===== config.mk =====
export PLATFORM = sky130hd
export DESIGN_NAME = bus_grant_scheduler
export DESIGN_NICKNAME = d
export VERILOG_FILES = /design/src/rtl/bus_grant_scheduler.sv
export SDC_FILE = /design/constraint.sdc
export NUM_CORES = 1
export LEC_CHECK = 0
export CAP_MARGIN = 30
export CORE_MARGIN = 2
export CORE_UTILIZATION = 51
export CTS_CLUSTER_DIAMETER = 120
export CTS_CLUSTER_SIZE = 20
export DETAILED_ROUTE_END_ITERATION = 7
export PLACE_DENSITY = 0.79
export SLEW_MARGIN = 5
export SYNTH_ARGS = -nofsm -noshare
export SYNTH_HDL_FRONTEND = slang
export SYNTH_SLANG_ARGS = --single-unit

===== constraint.sdc =====
create_clock -name clk -period 2.66 [get_ports clk]
set_input_delay 0.665 -clock clk [delete_from_list [all_inputs] [get_ports clk]]
set_output_delay 0.665 -clock clk [all_outputs]
set_load 0.1 [all_outputs]

===== src/rtl/bus_grant_scheduler.sv =====
// Two-master / three-slave bus grant scheduler with round-robin arbitration,
// serial slave-select decode and a ready timeout. Define BUS_GRANT_SPLIT_EN for split transactions.
module bus_grant_scheduler #(
    parameter logic [7:0] TIMEOUT = 8'd200
) (
    input  logic       clk,
    input  logic       reset,
    input  logic       m1_request,
    input  logic       m2_request,
    input  logic       m1_addr,
    input  logic       m2_addr,
    input  logic       m1_addr_valid,
    input  logic       m2_addr_valid,
    input  logic       s1_ready,
    input  logic       s2_ready,
    input  logic       s3_ready,
    input  logic       s1_hold,
    input  logic       s2_hold,
    input  logic       s3_hold,
    output logic       m1_grant,
    output logic       m2_grant,
    output logic [2:0] slave_en,
    output logic [1:0] slave_sel,
    output logic       bus_busy,
    output logic       error,
    output logic [2:0] state
);

    typedef enum logic [2:0] {
        S_IDLE    = 3'd0,
        S_ADDR    = 3'd1,
        S_WAIT    = 3'd2,
        S_CONNECT = 3'd3,
        S_RELEASE = 3'd4,
        S_SPLIT   = 3'd5
    } state_t;

    state_t     st;
    logic       owner;       // 0 = m1, 1 = m2
    logic       last_owner;
    logic       addr_msb;
    logic       addr_cnt;
    logic [7:0] tcnt;

    logic       own_req, own_addr, own_valid;
    logic       sel_ready;
    logic       elig1, elig2, pick_m2;
    logic [1:0] code;

    assign own_req   = owner ? m2_request    : m1_request;
    assign own_addr  = owner ? m2_addr       : m1_addr;
    assign own_valid = owner ? m2_addr_valid : m1_addr_valid;
    assign sel_ready = |({s3_ready, s2_ready, s1_ready} & slave_en);
    assign code      = {addr_msb, own_addr};

    function automatic logic [2:0] onehot(input logic [1:0] s);
        return 3'b001 << s;
    endfunction

`ifdef BUS_GRANT_SPLIT_EN
    logic       split_pend;
    logic       split_owner;
    logic [1:0] split_slave;
    logic       sel_hold;
    logic [1:0] cur_idx;
    logic [2:0] hold_vec;

    assign hold_vec = {s3_hold, s2_hold, s1_hold};
    assign sel_hold = |(hold_vec & slave_en);
    assign cur_idx  = slave_en[2] ? 2'd2 : (slave_en[1] ? 2'd1 : 2'd0);
    // A parked split owner may not re-arbitrate; it is resumed by hold release.
    assign elig1 = m1_request && !(split_pend && !split_owner);
    assign elig2 = m2_request && !(split_pend && split_owner);
`else
    logic unused_hold;
    assign unused_hold = s1_hold ^ s2_hold ^ s3_hold;
    assign elig1 = m1_request;
    assign elig2 = m2_request;
`endif

    // On a tie, the master that did not own the bus last wins.
    assign pick_m2 = elig2 && (!elig1 || !last_owner);

    assign state    = st;
    assign bus_busy = (st != S_IDLE);

    always_ff @(posedge clk) begin
        if (reset) begin
            st         <= S_IDLE;
            owner      <= 1'b0;
            last_owner <= 1'b1;
            addr_msb   <= 1'b0;
            addr_cnt   <= 1'b0;
            tcnt       <= 8'd0;
            m1_grant   <= 1'b0;
            m2_grant   <= 1'b0;
            slave_en   <= 3'b000;
            slave_sel  <= 2'd0;
            error      <= 1'b0;
`ifdef BUS_GRANT_SPLIT_EN
            split_pend  <= 1'b0;
            split_owner <= 1'b0;
            split_slave <= 2'd0;
`endif
        end else begin
            error <= 1'b0;
            case (st)
                S_IDLE: begin
`ifdef BUS_GRANT_SPLIT_EN
                    if (split_pend && !hold_vec[split_slave]) begin
                        st         <= S_CONNECT;
                        owner      <= split_owner;
                        m1_grant   <= !split_owner;
                        m2_grant   <= split_owner;
                        slave_en   <= onehot(split_slave);
                        split_pend <= 1'b0;
                    end else
`endif
                    if (elig1 || elig2) begin
                        st       <= S_ADDR;
                        owner    <= pick_m2;
                        m1_grant <= !pick_m2;
                        m2_grant <= pick_m2;
                        addr_msb <= 1'b0;
                        addr_cnt <= 1'b0;
                    end
                end
                S_ADDR: begin
                    if (!own_req) begin
                        st       <= S_RELEASE;
                        m1_grant <= 1'b0;
                        m2_grant <= 1'b0;
                    end else if (own_valid) begin
                        if (!addr_cnt) begin
                            addr_msb <= own_addr;
                            addr_cnt <= 1'b1;
                        end else if (code == 2'b11) begin
                            st       <= S_RELEASE;
                            error    <= 1'b1;
                            m1_grant <= 1'b0;
                            m2_grant <= 1'b0;
                        end else begin
                            st        <= S_WAIT;
                            slave_en  <= onehot(code);
                            slave_sel <= code;
                            tcnt      <= 8'd0;
                        end
                    end
                end
                S_WAIT: begin
                    if (!own_req) begin
                        st       <= S_RELEASE;
                        m1_grant <= 1'b0;
                        m2_grant <= 1'b0;
                        slave_en <= 3'b000;
                    end else if (sel_ready) begin
                        st <= S_CONNECT;
                    end else if (tcnt == TIMEOUT - 8'd1) begin
                        st       <= S_RELEASE;
                        error    <= 1'b1;
                        m1_grant <= 1'b0;
                        m2_grant <= 1'b0;
                        slave_en <= 3'b000;
                    end else begin
                        tcnt <= tcnt + 8'd1;
                    end
                end
                S_CONNECT: begin
                    if (!own_req) begin
                        st       <= S_RELEASE;
                        m1_grant <= 1'b0;
                        m2_grant <= 1'b0;
                        slave_en <= 3'b000;
                    end
`ifdef BUS_GRANT_SPLIT_EN
                    else if (sel_hold) begin
                        st          <= S_SPLIT;
                        m1_grant    <= 1'b0;
                        m2_grant    <= 1'b0;
                        slave_en    <= 3'b000;
                        split_pend  <= 1'b1;
                        split_owner <= owner;
                        split_slave <= cur_idx;
                    end
`endif
                end
                S_RELEASE: begin
                    last_owner <= owner;
                    st         <= S_IDLE;
                end
`ifdef BUS_GRANT_SPLIT_EN
                S_SPLIT: begin
                    st <= S_IDLE;
                end
`endif
                default: begin
                    st       <= S_IDLE;
                    m1_grant <= 1'b0;
                    m2_grant <= 1'b0;
                    slave_en <= 3'b000;
                end
            endcase
        end
    end

endmodule


==> reports/metrics.yaml <==
root_buffer: "clkbuf_4"
dpl_cell_area_um2: 1567
finalWeightedCongestion: 0.8733
min_period_ns: 2.231
min_period_over_period_pct: 83.89
fmax_mhz: 448.1
core-area_um2: 2500
grt_usage_pct: 20.71
holdWs_ns: 0.4916
p_leak_uw: 0.0005752
via_count: 1336
worstHoldPathCells: 2
nFillCells: 215
ios: 26
ir_drop_mv: 0.4195
dp_hpwl_um: 2327
multi_input_area_um2: 822.0
layout.nets: 203
slowest_delay_ns: 0.55
die_h_um: 55.38
cp_cell_sequence: "clkdlybuf4s50_1 > mux2i_4 > nor2_1 > nand3_1 > nand3_1 > nor4_1"
syn-cell-area_um2: 1346
cap_violations: 0
final_cell_mix: "20 x dfxtp_1, 17 x buf_4, 15 x nor2_1, 14 x nand2_1, 14 x a21oi_1"
cp_max_fo: 10
grt_pass1_wl_um: 5299
synth_cell_types: 47
crit_path_end_kind: "flop"
tritoncts: "done"
fp-row-count: 18
slew_viol_final: 0
holdBufCountCts: 0
viasPerCell: 6.157
post_drt_wl_per_cell_um: 14.23
die_area_um2: 3067
port_buffers: 22
numClockSinks: 23
rsz0062_at_grt: "false"
setup_viol: 0
final_util_pct: 63.76
grt_pass1_vias: 1209
area_delta_synth_final_pct: 18.40
min_to: "m1_grant"
drt_iter0_drc: 36
num_antenna_cells: 0
first_pass_iters: 4
synth_seq_area_share_pct: 34.20
worstSetupPathType: "input pin to flop"
tritoncts.num_buffers: 3
regArea_um2: 464.2
finalPower_uw: 1047
antenna_left: 0
grt_overflow: 0
hold_path_class: "flop to flop"
syn-num-nets: 181
clock_latency_ns: 0.33
cp.arrival_ns: 2.46
fin_skew_ns: 0.003470
wirelength_um: 3088
crit_top_cell: "nand3_1"
crit_family: "simple AND/OR/NAND/NOR gates"
cts_setup_buffers: 0
ys_ff_latch: 23
drc_errors: 0
status: "finished, final reports clean"
rr_startpoint: "owner"
hold_violations: 0
yosys_most_used_dff: "dfxtp_1"
r2r_end: "tcnt[3]"
rr_worst_depth: 5
h-tree-depth: 1
initial_core_util_pct: 53.85
rrSetupSlack_ns: 0.53
postSynth.asyncResetShare_pct: 0
layout_commonest_cell: "dfxtp_1"
chipWidth_um: 55.38
tightest_slew_ns: 0.5145
yosysWarnings: 0
crit_start: "m2_request"
worst_setup_path_start_kind: "input pin"
cts_resized: 0
cts.clk_slew.worst_paths_ns: 0.13
critPathSlowestCell: "clkdlybuf4s50_1"
antenna_found_initial: 0
drive_above_1_share_pct: 16.58
worstPathRequired_ns: 2.89
grt_max_degree: 15
cts_buffer_depth: 2
cp_num_buf_inv: 1
hold_path_startpoint: "m1_grant"
fin_tns_setup_ns: 0
synth_cells: 166
syn_area_per_cell_um2: 8.110
final_area_um2: 1594
synth_edf_count: 0
p_per_area_nw_per_um2: 656.7
slew_headroom_pct: 65.65
[cell families (layout without fill, tap and decap cells)]
logic type	after synthesis	in the layout	share of synthesized area [%]
AO/OA/AOI/OAI	44	44	22.87
buffers and inverters	14	35	4.738
multiplexers	9	9	8.829
adder cells (fa/ha/maj)	1	1	0.9292
flip-flops	23	23	34.20
AND/OR/NAND/NOR	75	75	28.44
[worst min-delay path, stage by stage, from the launching register on]
cell and delay (ns):
dfxtp_1 0.34, nand2b_1 0.06, mux2i_1 0.06
[report_power, final]
part / switching [uW] / internal [uW]
Clock: 119 / 56.6
Combinational: 312 / 140
Sequential: 47.2 / 372
Total: 478 / 568
[synth_stat cells, types with 2 or more instances]
cell type / number / area share (%)
o21ai_0: 4 / 1.5
a211oi_1: 4 / 2.2
nand3_1: 11 / 4.1
dfxtp_1: 23 / 34
buf_4: 2 / 1.1
clkbuf_1: 4 / 1.1
a21oi_1: 14 / 5.2
o21ai_1: 2 / 0.74
nor4_1: 3 / 1.4
nand2b_1: 4 / 1.9
nor3_1: 13 / 4.8
nor2b_1: 3 / 1.4
inv_1: 4 / 1.1
a311oi_1: 2 / 1.3
buf_2: 3 / 1.1
mux2i_4: 2 / 3.3
a41oi_1: 3 / 2.0
a21boi_0: 2 / 1.1
mux2_2: 2 / 1.7
nor2_1: 15 / 4.2
nand2_1: 14 / 3.9
mux2i_1: 4 / 3.0
and3_1: 4 / 1.9
[stage by stage]
| step | worst slack [ns] | std cells |
|---|---|---|
| 5_1_grt | 0.2805 | 217 |
| 4_1_cts | 0.4318 | 217 |
| 2_1_floorplan | 0.2320 | 166 |
| 6_report | 0.4285 | 217 |
| 3_3_place_gp | 0.1780 | 213 |
| 3_5_place_dp | 0.08913 | 213 |
[flip-flops by register name, summed over array words and instances, names as in the netlist]
signal and cells:
addr_msb 1, owner 1, tcnt 8, m2_grant 1
slave_en 3, m1_grant 1, slave_sel 2, last_owner 1
state 3, error 1, addr_cnt 1
[how the worst max path moves through the flow]
stage          endpoint  cells after the start
3_5_place_dp   state[2]                      6
6_report       state[2]                      6
5_1_grt        state[2]                      6
4_1_cts        state[2]                      6
3_3_place_gp   state[2]                      6
2_1_floorplan  bus_busy                      3
[cell type report]
| class | count | share of cell area [%] |
|---|---|---|
| sequential | 23 | 29.12 |
| multi-input combinational | 129 | 51.57 |
| clock inverter | 1 | 0.3140 |
| clock buffer | 3 | 1.413 |
| tap | 30 | 2.355 |
| inverter | 4 | 0.9419 |
| timing repair buffer | 27 | 14.29 |
[metal layers]
layer	part of all wire, %	global-route usage [%]	routed length (um)	vias up
met5	0	0	0	-
met4	1.7	8.014	53	0
met3	5.1	3.747	159	7
met2	46	33.16	1406	44
met1	48	27.63	1469	619
li1	-	-	-	666
Power figures use the tool's default switching activity.
